`src/rtl/snitch_icache_event_counters.sv`:
```
// Sums per-port L0 instruction-cache events into four saturating counters with
// atomic snapshot shadows, snapshot-and-clear, and a one-cycle read port.
module snitch_icache_event_counters #(
    parameter int unsigned NR_FETCH_PORTS = 1,
    parameter int unsigned CNT_WIDTH      = 32
) (
    input  logic                          clk_i,
    input  logic                          rst_i,
    input  logic                          enable_i,
    input  logic [4*NR_FETCH_PORTS-1:0]   events_i,
    input  logic                          clear_i,
    input  logic                          snapshot_i,
    input  logic                          rd_req_i,
    input  logic [1:0]                    rd_addr_i,
    output logic                          rd_rsp_valid_o,
    output logic [CNT_WIDTH-1:0]          rd_rsp_data_o,
    output logic [3:0]                    overflow_o
);

    localparam int unsigned INC_W = $clog2(NR_FETCH_PORTS + 1);

    // Index k: 0 miss, 1 hit, 2 prefetch, 3 double_hit (event bit 3-k).
    logic [CNT_WIDTH-1:0] cnt_q    [4];
    logic [CNT_WIDTH-1:0] shadow_q [4];
    logic [INC_W-1:0]     inc      [4];
    logic [CNT_WIDTH:0]   sum      [4];

    // NOTE: every variable gets a default at the top of always_comb so no path
    // leaves it unassigned, which would otherwise infer a latch.
    always_comb begin
        for (int k = 0; k < 4; k++) begin
            inc[k] = '0;
            for (int p = 0; p < NR_FETCH_PORTS; p++) begin
                inc[k] = inc[k] + INC_W'(events_i[4*p + 3 - k]);
            end
            // One extra bit catches the carry out that signals saturation.
            sum[k] = {1'b0, cnt_q[k]} + (CNT_WIDTH + 1)'(inc[k]);
        end
    end

    // NOTE: non-blocking assignments let the snapshot and the read port sample
    // the pre-edge counter and shadow values even though they update together.
    always_ff @(posedge clk_i) begin
        if (rst_i) begin
            // NOTE: the shadow arrays are plain flops, not RAM, so resetting
            // them is cheap and the read port never returns stale data.
            for (int k = 0; k < 4; k++) begin
                cnt_q[k]    <= '0;
                shadow_q[k] <= '0;
            end
            overflow_o     <= '0;
            rd_rsp_valid_o <= 1'b0;
            rd_rsp_data_o  <= '0;
        end else begin
            if (snapshot_i) begin
                for (int k = 0; k < 4; k++) begin
                    shadow_q[k] <= cnt_q[k];
                end
            end

            if (clear_i) begin
                for (int k = 0; k < 4; k++) begin
                    cnt_q[k] <= '0;
                end
                overflow_o <= '0;
            end else if (enable_i) begin
                for (int k = 0; k < 4; k++) begin
                    if (sum[k][CNT_WIDTH]) begin
                        cnt_q[k]      <= '1;
                        overflow_o[k] <= 1'b1;
                    end else begin
                        cnt_q[k] <= sum[k][CNT_WIDTH-1:0];
                    end
                end
            end

            rd_rsp_valid_o <= rd_req_i;
            if (rd_req_i) begin
                rd_rsp_data_o <= shadow_q[rd_addr_i];
            end
        end
    end

endmodule
```
`config.mk`:
```
export PLATFORM = sky130hd
export DESIGN_NAME = snitch_icache_event_counters
export DESIGN_NICKNAME = d
export VERILOG_FILES = /design/src/rtl/snitch_icache_event_counters.sv
export SDC_FILE = /design/constraint.sdc
export NUM_CORES = 1
export LEC_CHECK = 0
export BUFFER_PORTS_ARGS = -buffer_cell sky130_fd_sc_hd__buf_2
export CELL_PAD_IN_SITES_DETAIL_PLACEMENT = 1
export CELL_PAD_IN_SITES_GLOBAL_PLACEMENT = 1
export CORE_MARGIN = 3
export CORE_UTILIZATION = 55
export DETAILED_ROUTE_END_ITERATION = 8
export GPL_TIMING_DRIVEN = 0
export PLACE_DENSITY = 0.93
export SETUP_SLACK_MARGIN = 0.2
export SYNTH_ARGS = -nofsm -noshare
export SYNTH_HDL_FRONTEND = slang
export SYNTH_SLANG_ARGS = --single-unit
```
`constraint.sdc`:
```
create_clock -name clk_i -period 4.7 [get_ports clk_i]
set_input_delay 0.235 -clock clk_i [delete_from_list [all_inputs] [get_ports clk_i]]
set_output_delay 0.235 -clock clk_i [all_outputs]
set_load 0.02 [all_outputs]
```
-- Yosys cells after proc, flatten, opt, wreduce, memory -nomap -nowiden
Memories as Yosys holds them, arrays and structs flattened. A register that Yosys moved wholly into a read port is not among the register bits.
Index checks and enable logic that the tools add are counted.
W data, S select, Z words.
- register bits: 5
- output and inout bits: 37
- memories: 2
- word-level logic and storage cells: 96
- input bits: 12
- bits in writable memories: 256
- memory list (memory ; depth ; width ; rd ports ; clocked after memory_dff ; wr ports ; RTL line ; source):
    cnt_q ; 4 ; 32 ; 4 ; 0 ; 4 ; 23 ; logic [CNT_WIDTH-1:0] cnt_q [4];
    shadow_q ; 4 ; 32 ; 1 ; 1 ; 4 ; 24 ; logic [CNT_WIDTH-1:0] shadow_q [4];
- mux-type cells: 64
- add/sub/neg operators: 4
- bitwise operators: 16
- reductions and logical operators: 5
- operators by type and width (cell ; number):
    $mux W32 ; 16
    $add A32 B1 Y33 ; 4
    $mux W1 ; 48
    $or A1 B1 Y1 ; 16
    $reduce_and A2 Y1 ; 4
    $reduce_or A2 Y1 ; 1

-- Logic depth before layout (Yosys ltp)
Gate-level depths: netlist of run 1.
- word-level depth: 8
- gate-level depth with buffers: 9
- depth with buffers taken out: 7

-- Least setup slack after synthesis of run 1
OpenSTA, ideal clock, no wires.
- kind: input-to-reg
- from: in rst_i
- to: mem shadow_q[0][0] (enable)
- path slack: 2150 ps
- path buffers: 1
- data arrival time: 2117 ps
- data required time: 4267 ps
- stages on the path: 2
- path through: clkbuf_1 or2_2
- RTL lines (item ; RTL line ; source):
    from (decl) ; 8 ; input logic rst_i,
    to (decl) ; 24 ;

==> flow_metrics.env, run 1 <==
export IMPL_dp_cells=1502
export IMPL_cts_setup_buffers=0
export IMPL_cts_sinks=293
export IMPL_reg2reg_setup_slack_ns=1.38
export IMPL_synthCells=1131
export IMPL_outcome="finished, final reports clean"
export IMPL_switching_share=0.232
export IMPL_power_density_mw_per_mm2=377
export IMPL_placed_cell_area_mm2=0.0145
export IMPL_cp_max_fo=10
export IMPL_fp_dieH_um=164
export IMPL_areaGrowthSynthToFinish_pct=12.5
export IMPL_max_stage_delay_ns=0.98
export IMPL_reg2reg_from="cnt_q[2][0]"
export IMPL_drt_total_wl_um=45800
export IMPL_cts_hold_buf=0
export IMPL_setup_viol=0
export IMPL_clkTransAtPathRegs_ns=0.07
export IMPL_grt_pass1_wl_um=69100
export IMPL_combPwrFrac=0.054
export IMPL_rsz0062_at_grt="false"
export IMPL_finalNetCount=1231
export IMPL_reg2regPathDepth=7
export IMPL_nFillCells=2409
export IMPL_clock_tree_buffer_depth=3
export IMPL_finalCritPeriodShare=0.707
export IMPL_critPathLaunchType="register"
export IMPL_io_buffer_count=45
export IMPL_die_area_mm2=0.0270
export IMPL_hold_viol_final=0
export IMPL_finalPower_w=0.00584
export IMPL_worstHoldEndpoint="cnt_q[0][4]"
export IMPL_io_pins=49
export IMPL_p_clk_frac=0.433
export IMPL_via_per_inst=6.76
export IMPL_antenna_found_initial=2
export IMPL_ys_ff_latch=293
export IMPL_min_from="clear_i"
export IMPL_slowest_stage="nor4_2"
export IMPL_worstSetupPathType="register to register"
export IMPL_post_drt_wl_per_cell_um=29.3
export IMPL_place_congestion=0.880
export IMPL_grt_pass1_vias=11000
export IMPL_tightest_slew_ns=1.28
export IMPL_required_ns=5.09
export IMPL_cts_max_level=1
export IMPL_rows=57
export IMPL_maxSlewHeadroom=0.140
export IMPL_fin_crit_ns=3.32
export IMPL_seqPwrFrac=0.513
export IMPL_dpl_hpwl_um=29500
export IMPL_cts_buffers=31
export IMPL_grt_max_degree=49
export IMPL_drtPass1Iterations=6
export IMPL_endpoint_kind="register"
export IMPL_syn_area_mm2=0.0138
export IMPL_overflow=0
export IMPL_seq_area_frac_synth=0.589
export IMPL_drive_above_1_share=0.135
export IMPL_coreArea_mm2=0.0245
export IMPL_stdcell_count=1560
export IMPL_max_freq_mhz=301
export IMPL_p_sw_w=0.00135
export IMPL_synth_cell_types=52
export IMPL_clockRootBuffer="clkbuf_16"
export IMPL_arrival_ns=3.72
export IMPL_diodes=0
export IMPL_grt_usage=0.343
export IMPL_p_int_w=0.00449
export IMPL_start_util=0.563
export IMPL_num_vias=10500
export IMPL_avgSynthCellArea_um2=12.2
export IMPL_drcViolationCount=0
export IMPL_postLayoutCellArea_mm2=0.0155
export IMPL_synth_warnings=0
export IMPL_cap_violations=0
export IMPL_fin_skew_ns=0.0213
export IMPL_die_w_um=164
export IMPL_clkLatencyLatePin_ns=0.58
export IMPL_ir_drop_mv=0.347
export IMPL_syn_num_nets=1151
export IMPL_tns_ns=0
export IMPL_ant_nets=0
export IMPL_cts_tree="done"
export IMPL_slew_viol_final=0
export IMPL_hold_path_class="primary input to register"
export IMPL_power_leakage_nw=5.81
export IMPL_cp_cell_sequence="ha_1 -> ha_1 -> nand2_1 -> nor4_2 -> nand4_2 -> buf_2 -> a21oi_1"
export IMPL_cts_resized=0
export IMPL_crit_top_cell="ha_1"
export IMPL_r2r_end="cnt_q[2][9]"
export IMPL_dr_first_iter_drc_count=1436
export IMPL_hold_depth=4
export IMPL_postLayoutCoreUtil=0.634
==> final cells by class <==
cell class	count	area, um^2	area share
flip-flops and latches	293	8110	0.523
multi-input cells	756	5330	0.344
clock buffers	45	858	0.0554
well taps	324	405	0.0262
plain buffers	66	299	0.0193
repair buffers	47	273	0.0176
clock inverters	13	169	0.0109
inverters	16	60.1	0.00388
==> cell usage after synthesis (all sizes together) <==
cell type | count | area (um^2)
ha | 8 | 100
buf | 26 | 149
or3 | 1 | 6.26
o21a | 2 | 15.0
o211ai | 1 | 7.51
and4b | 3 | 30.0
mux4 | 32 | 721
inv | 16 | 60.1
o21ai | 20 | 100
nand2 | 44 | 165
a41oi | 3 | 26.3
clkbuf | 40 | 150
nand3 | 52 | 278
or2 | 4 | 25.0
xnor2 | 23 | 201
o31ai | 2 | 15.0
nand4b | 1 | 8.76
or4 | 5 | 45.0
nand3b | 1 | 7.51
a31oi | 16 | 100
and4 | 20 | 175
nor3b | 2 | 15.0
o311ai | 1 | 8.76
a21oi | 101 | 505
edfxtp | 224 | 6730
nor2 | 69 | 259
mux2i | 35 | 350
nor3 | 33 | 181
and3b | 1 | 8.76
o211a | 5 | 50.1
nor4 | 12 | 115
and2 | 136 | 851
xor2 | 50 | 438
nor2b | 3 | 18.8
and3 | 28 | 175
dfxtp | 69 | 1380
nand4 | 36 | 259
a31o | 1 | 8.76
a211oi | 5 | 37.5
==> worst max-delay path, delay by kind of cell (launching register included) <==
family	cells	cell delay, ns
and+or+nand+nor	3	1.65
adders and majority gates	2	0.49
DFF	1	0.38
buffers and inverters	1	0.37
AOI/OAI and AO/OA	1	0.25
==> registers in the layout, summed over array words and instances (netlist names) <==
signal	cells
cnt_q	128
overflow_o	4
rd_rsp_data_o	32
rd_rsp_valid_o	1
shadow_q	128
==> per-stage QoR <==
step	setup WS, ns	hold WS (ns)
after floorplan	2.15	0.438
after global placement	1.36	0.451
after detailed placement	1.28	0.455
after CTS	1.49	0.0808
after global routing	1.28	0.109
final	1.38	0.101
==> power groups by stage <==
stage / clock (W) / sequential (W) / combinational (W)
6_report: 0.00253 / 0.00300 / 0.000315
5_1_grt: 0.00265 / 0.00300 / 0.000334
4_1_cts: 0.00254 / 0.00299 / 0.000311
3_5_place_dp: 0 / 0.00304 / 0.000300
3_3_place_gp: 0 / 0.00303 / 0.000276
2_1_floorplan: 0 / 0.00301 / 0.000182
==> logic make-up (layout without fill, tap and decap cells) <==
group                      count (synthesis)  after routing  share of synthesized area
muxes                                     67             67                     0.0777
AOI/OAI and AO/OA                        157            157                     0.0635
DFF                                      293            293                      0.589
adders and majority gates                  8              8                    0.00727
xor gates and xnor gates                  73             73                     0.0464
and+or+nand+nor                          451            451                      0.190
buffers and inverters                     82            187                     0.0261
==> worst max path at each step <==
stage                     start  cells after the start  slack (ns)             end
finish              cnt_q[2][0]                      7        1.38     cnt_q[2][9]
detailed placement        rst_i                      4        1.28    cnt_q[1][10]
floorplan                 rst_i                      2        2.15  shadow_q[0][0]
CTS                 cnt_q[2][0]                      7        1.49     cnt_q[2][9]
global placement          rst_i                      4        1.36    cnt_q[1][18]
global route        cnt_q[2][0]                      7        1.28     cnt_q[2][9]
==> routing by layer <==
metal	global-route usage	vias up	wire length (um)
li1	-	4362	-
met2	0.573	690	22300
met1	0.423	5288	16400
met3	0.0590	199	3880
met4	0.193	2	3150
met5	0	-	13
==> cells in the final DEF, fill, tap and decap left out, types with 32 or more instances in the layout <==
cell      instances
edfxtp_1        224
and2_1          135
a21oi_1         101
nor2_1           69
dfxtp_1          69
buf_2            59
clkbuf_1         51
nand3_1          50
xor2_1           50
nand2_1          41
mux2i_1          35
nand4_1          32
mux4_2           32
No activity file was read; power rests on OpenSTA's default activity.
==> run 2, diff against run 1 <==
--- a/config.mk
+++ b/config.mk
@@ -9,10 +9,10 @@
 export CELL_PAD_IN_SITES_DETAIL_PLACEMENT = 1
 export CELL_PAD_IN_SITES_GLOBAL_PLACEMENT = 1
 export CORE_MARGIN = 3
-export CORE_UTILIZATION = 55
+export CORE_UTILIZATION = 51
 export DETAILED_ROUTE_END_ITERATION = 8
 export GPL_TIMING_DRIVEN = 0
-export PLACE_DENSITY = 0.93
+export PLACE_DENSITY = 0.88
 export SETUP_SLACK_MARGIN = 0.2
 export SYNTH_ARGS = -nofsm -noshare
 export SYNTH_HDL_FRONTEND = slang
==> constraint.sdc (replaced) <==
create_clock -name clk_i -period 3.4 [get_ports clk_i]
set_input_delay 0.17 -clock clk_i [delete_from_list [all_inputs] [get_ports clk_i]]
set_output_delay 0.17 -clock clk_i [all_outputs]
set_load 0.02 [all_outputs]
==> flow_metrics.env, run 2 (same netlist as run 1, synthesis figures left out) <==
export IMPL_grt_usage=0.276
export IMPL_post_drt_wl_per_cell_um=25.3
export IMPL_nFillCells=2687
export IMPL_cts_sinks=293
export IMPL_overflow=0
export IMPL_grt_pass1_vias=10300
export IMPL_max_stage_delay_ns=0.58
export IMPL_rows=59
export IMPL_hold_viol_final=0
export IMPL_io_pins=49
export IMPL_rsz0062_at_grt="false"
export IMPL_holdWs_ns=0.0197
export IMPL_slew_viol_final=0
export IMPL_finalNetCount=1229
export IMPL_drt_total_wl_um=39700
export IMPL_cts_buffers=30
export IMPL_dpl_hpwl_um=28000
export IMPL_arrival_ns=3.27
export IMPL_layout_commonest_cell="edfxtp_1"
export IMPL_cts_max_level=1
export IMPL_max_freq_mhz=349
export IMPL_cap_violations=0
export IMPL_areaGrowthSynthToFinish_pct=12.3
export IMPL_ir_drop_mv=0.340
export IMPL_num_vias=9829
export IMPL_drcViolationCount=0
export IMPL_cp_cell_sequence="ha_1 -> ha_1 -> nand2_1 -> or4_4 -> nor3_4 -> nand3_4 -> buf_6 -> a21oi_1"
export IMPL_die_area_mm2=0.0290
export IMPL_endpoint_kind="register"
export IMPL_setup_viol=0
export IMPL_fp_dieH_um=170
export IMPL_dp_cells=1512
export IMPL_outcome="finished, final reports clean"
export IMPL_die_w_um=170
export IMPL_coreArea_mm2=0.0263
export IMPL_io_buffer_count=45
export IMPL_tightest_slew_ns=1.21
export IMPL_worstSetupPathType="register to register"
export IMPL_finalCritPeriodShare=0.842
export IMPL_final_cell_mix="224 x edfxtp_1, 135 x and2_1, 101 x a21oi_1"
export IMPL_fin_skew_ns=0.0179
export IMPL_critPathLaunchType="register"
export IMPL_cts_resized=0
export IMPL_hold_path_class="primary input to register"
export IMPL_place_congestion=0.850
export IMPL_tns_ns=0
export IMPL_cts_setup_buffers=0
export IMPL_drtPass1Iterations=5
export IMPL_finalPower_w=0.00790
export IMPL_required_ns=3.80
export IMPL_clock_tree_buffer_depth=3
export IMPL_power_density_mw_per_mm2=511
export IMPL_ant_nets=0
export IMPL_grt_max_degree=68
export IMPL_crit_top_cell="ha_1"
export IMPL_drive_above_1_share=0.133
export IMPL_fin_crit_ns=2.86
export IMPL_dr_first_iter_drc_count=1084
export IMPL_antenna_found_initial=3
export IMPL_cts_tree="done"
export IMPL_start_util=0.524
export IMPL_power_leakage_nw=5.80
export IMPL_clockRootBuffer="clkbuf_16"
export IMPL_cp_max_fo=10
export IMPL_stdcell_count=1569
export IMPL_clkLatencyLatePin_ns=0.58
export IMPL_grt_pass1_wl_um=61500
export IMPL_via_per_inst=6.26
export IMPL_reg_top3="cnt_q: 128 flops, shadow_q: 128 flops, rd_rsp_data_o: 32 flops"
export IMPL_maxSlewHeadroom=0.188
export IMPL_clkTransAtPathRegs_ns=0.07
export IMPL_slowest_stage="or4_4"
export IMPL_cts_hold_buf=0
==> run 2: critical path, delay by kind of cell (launching register included) <==
family	cells	cell delay (ns)
buffers and inverters	1	0.20
flip-flops	1	0.42
adder cells (fa/ha/maj)	2	0.65
AO/OA/AOI/OAI	1	0.15
AND/OR/NAND/NOR	4	1.26
==> run 2: metrics by stage <==
step           utilization  area (um^2)  setup slack [ns]
2_1_floorplan            -        13800             0.915
3_3_place_gp         0.549        14400             0.115
3_5_place_dp         0.550        14500            0.0687
4_1_cts              0.588        15400             0.259
5_1_grt              0.588        15500             0.355
6_report             0.588        15500             0.537
==> run 2: layout make-up <==
class	count	area (um^2)	share of cell area
Buffer	66	299	0.0193
Sequential cell	293	8110	0.524
Timing Repair Buffer	46	253	0.0163
Clock buffer	45	878	0.0568
Tap cell	335	419	0.0271
Antenna cell	1	2.50	0.000162
Clock inverter	11	111	0.00720
Multi-Input combinational cell	756	5330	0.345
Inverter	16	60.1	0.00388
==> run 2: path summary, 6_finish.rpt <==
check | cells after the start | slack (ns) | from | end
max reg2reg | 8 | 0.54 | cnt_q[3][0] | cnt_q[3][15]
min reg2reg | 1 | 0.48 | overflow_o[2] | overflow_o[2]
min | 4 | 0.02 | events_i[3] | cnt_q[0][0]
max | 8 | 0.54 | cnt_q[3][0] | cnt_q[3][15]
==> run 2: metal layers <==
layer	vias to the layer above	part of all wire	track usage
met1	4990	0.39	0.360
met3	93	0.069	0.0367
li1	4368	-	-
met4	2	0.038	0.0963
met5	-	0.00033	0
met2	376	0.50	0.478
==> run 2: where the power goes <==
| group | internal (W) | switching (W) |
|---|---|---|
| combinational | 0.000152 | 0.000263 |
| sequential | 0.00400 | 0.000125 |
| clock | 0.00193 | 0.00142 |
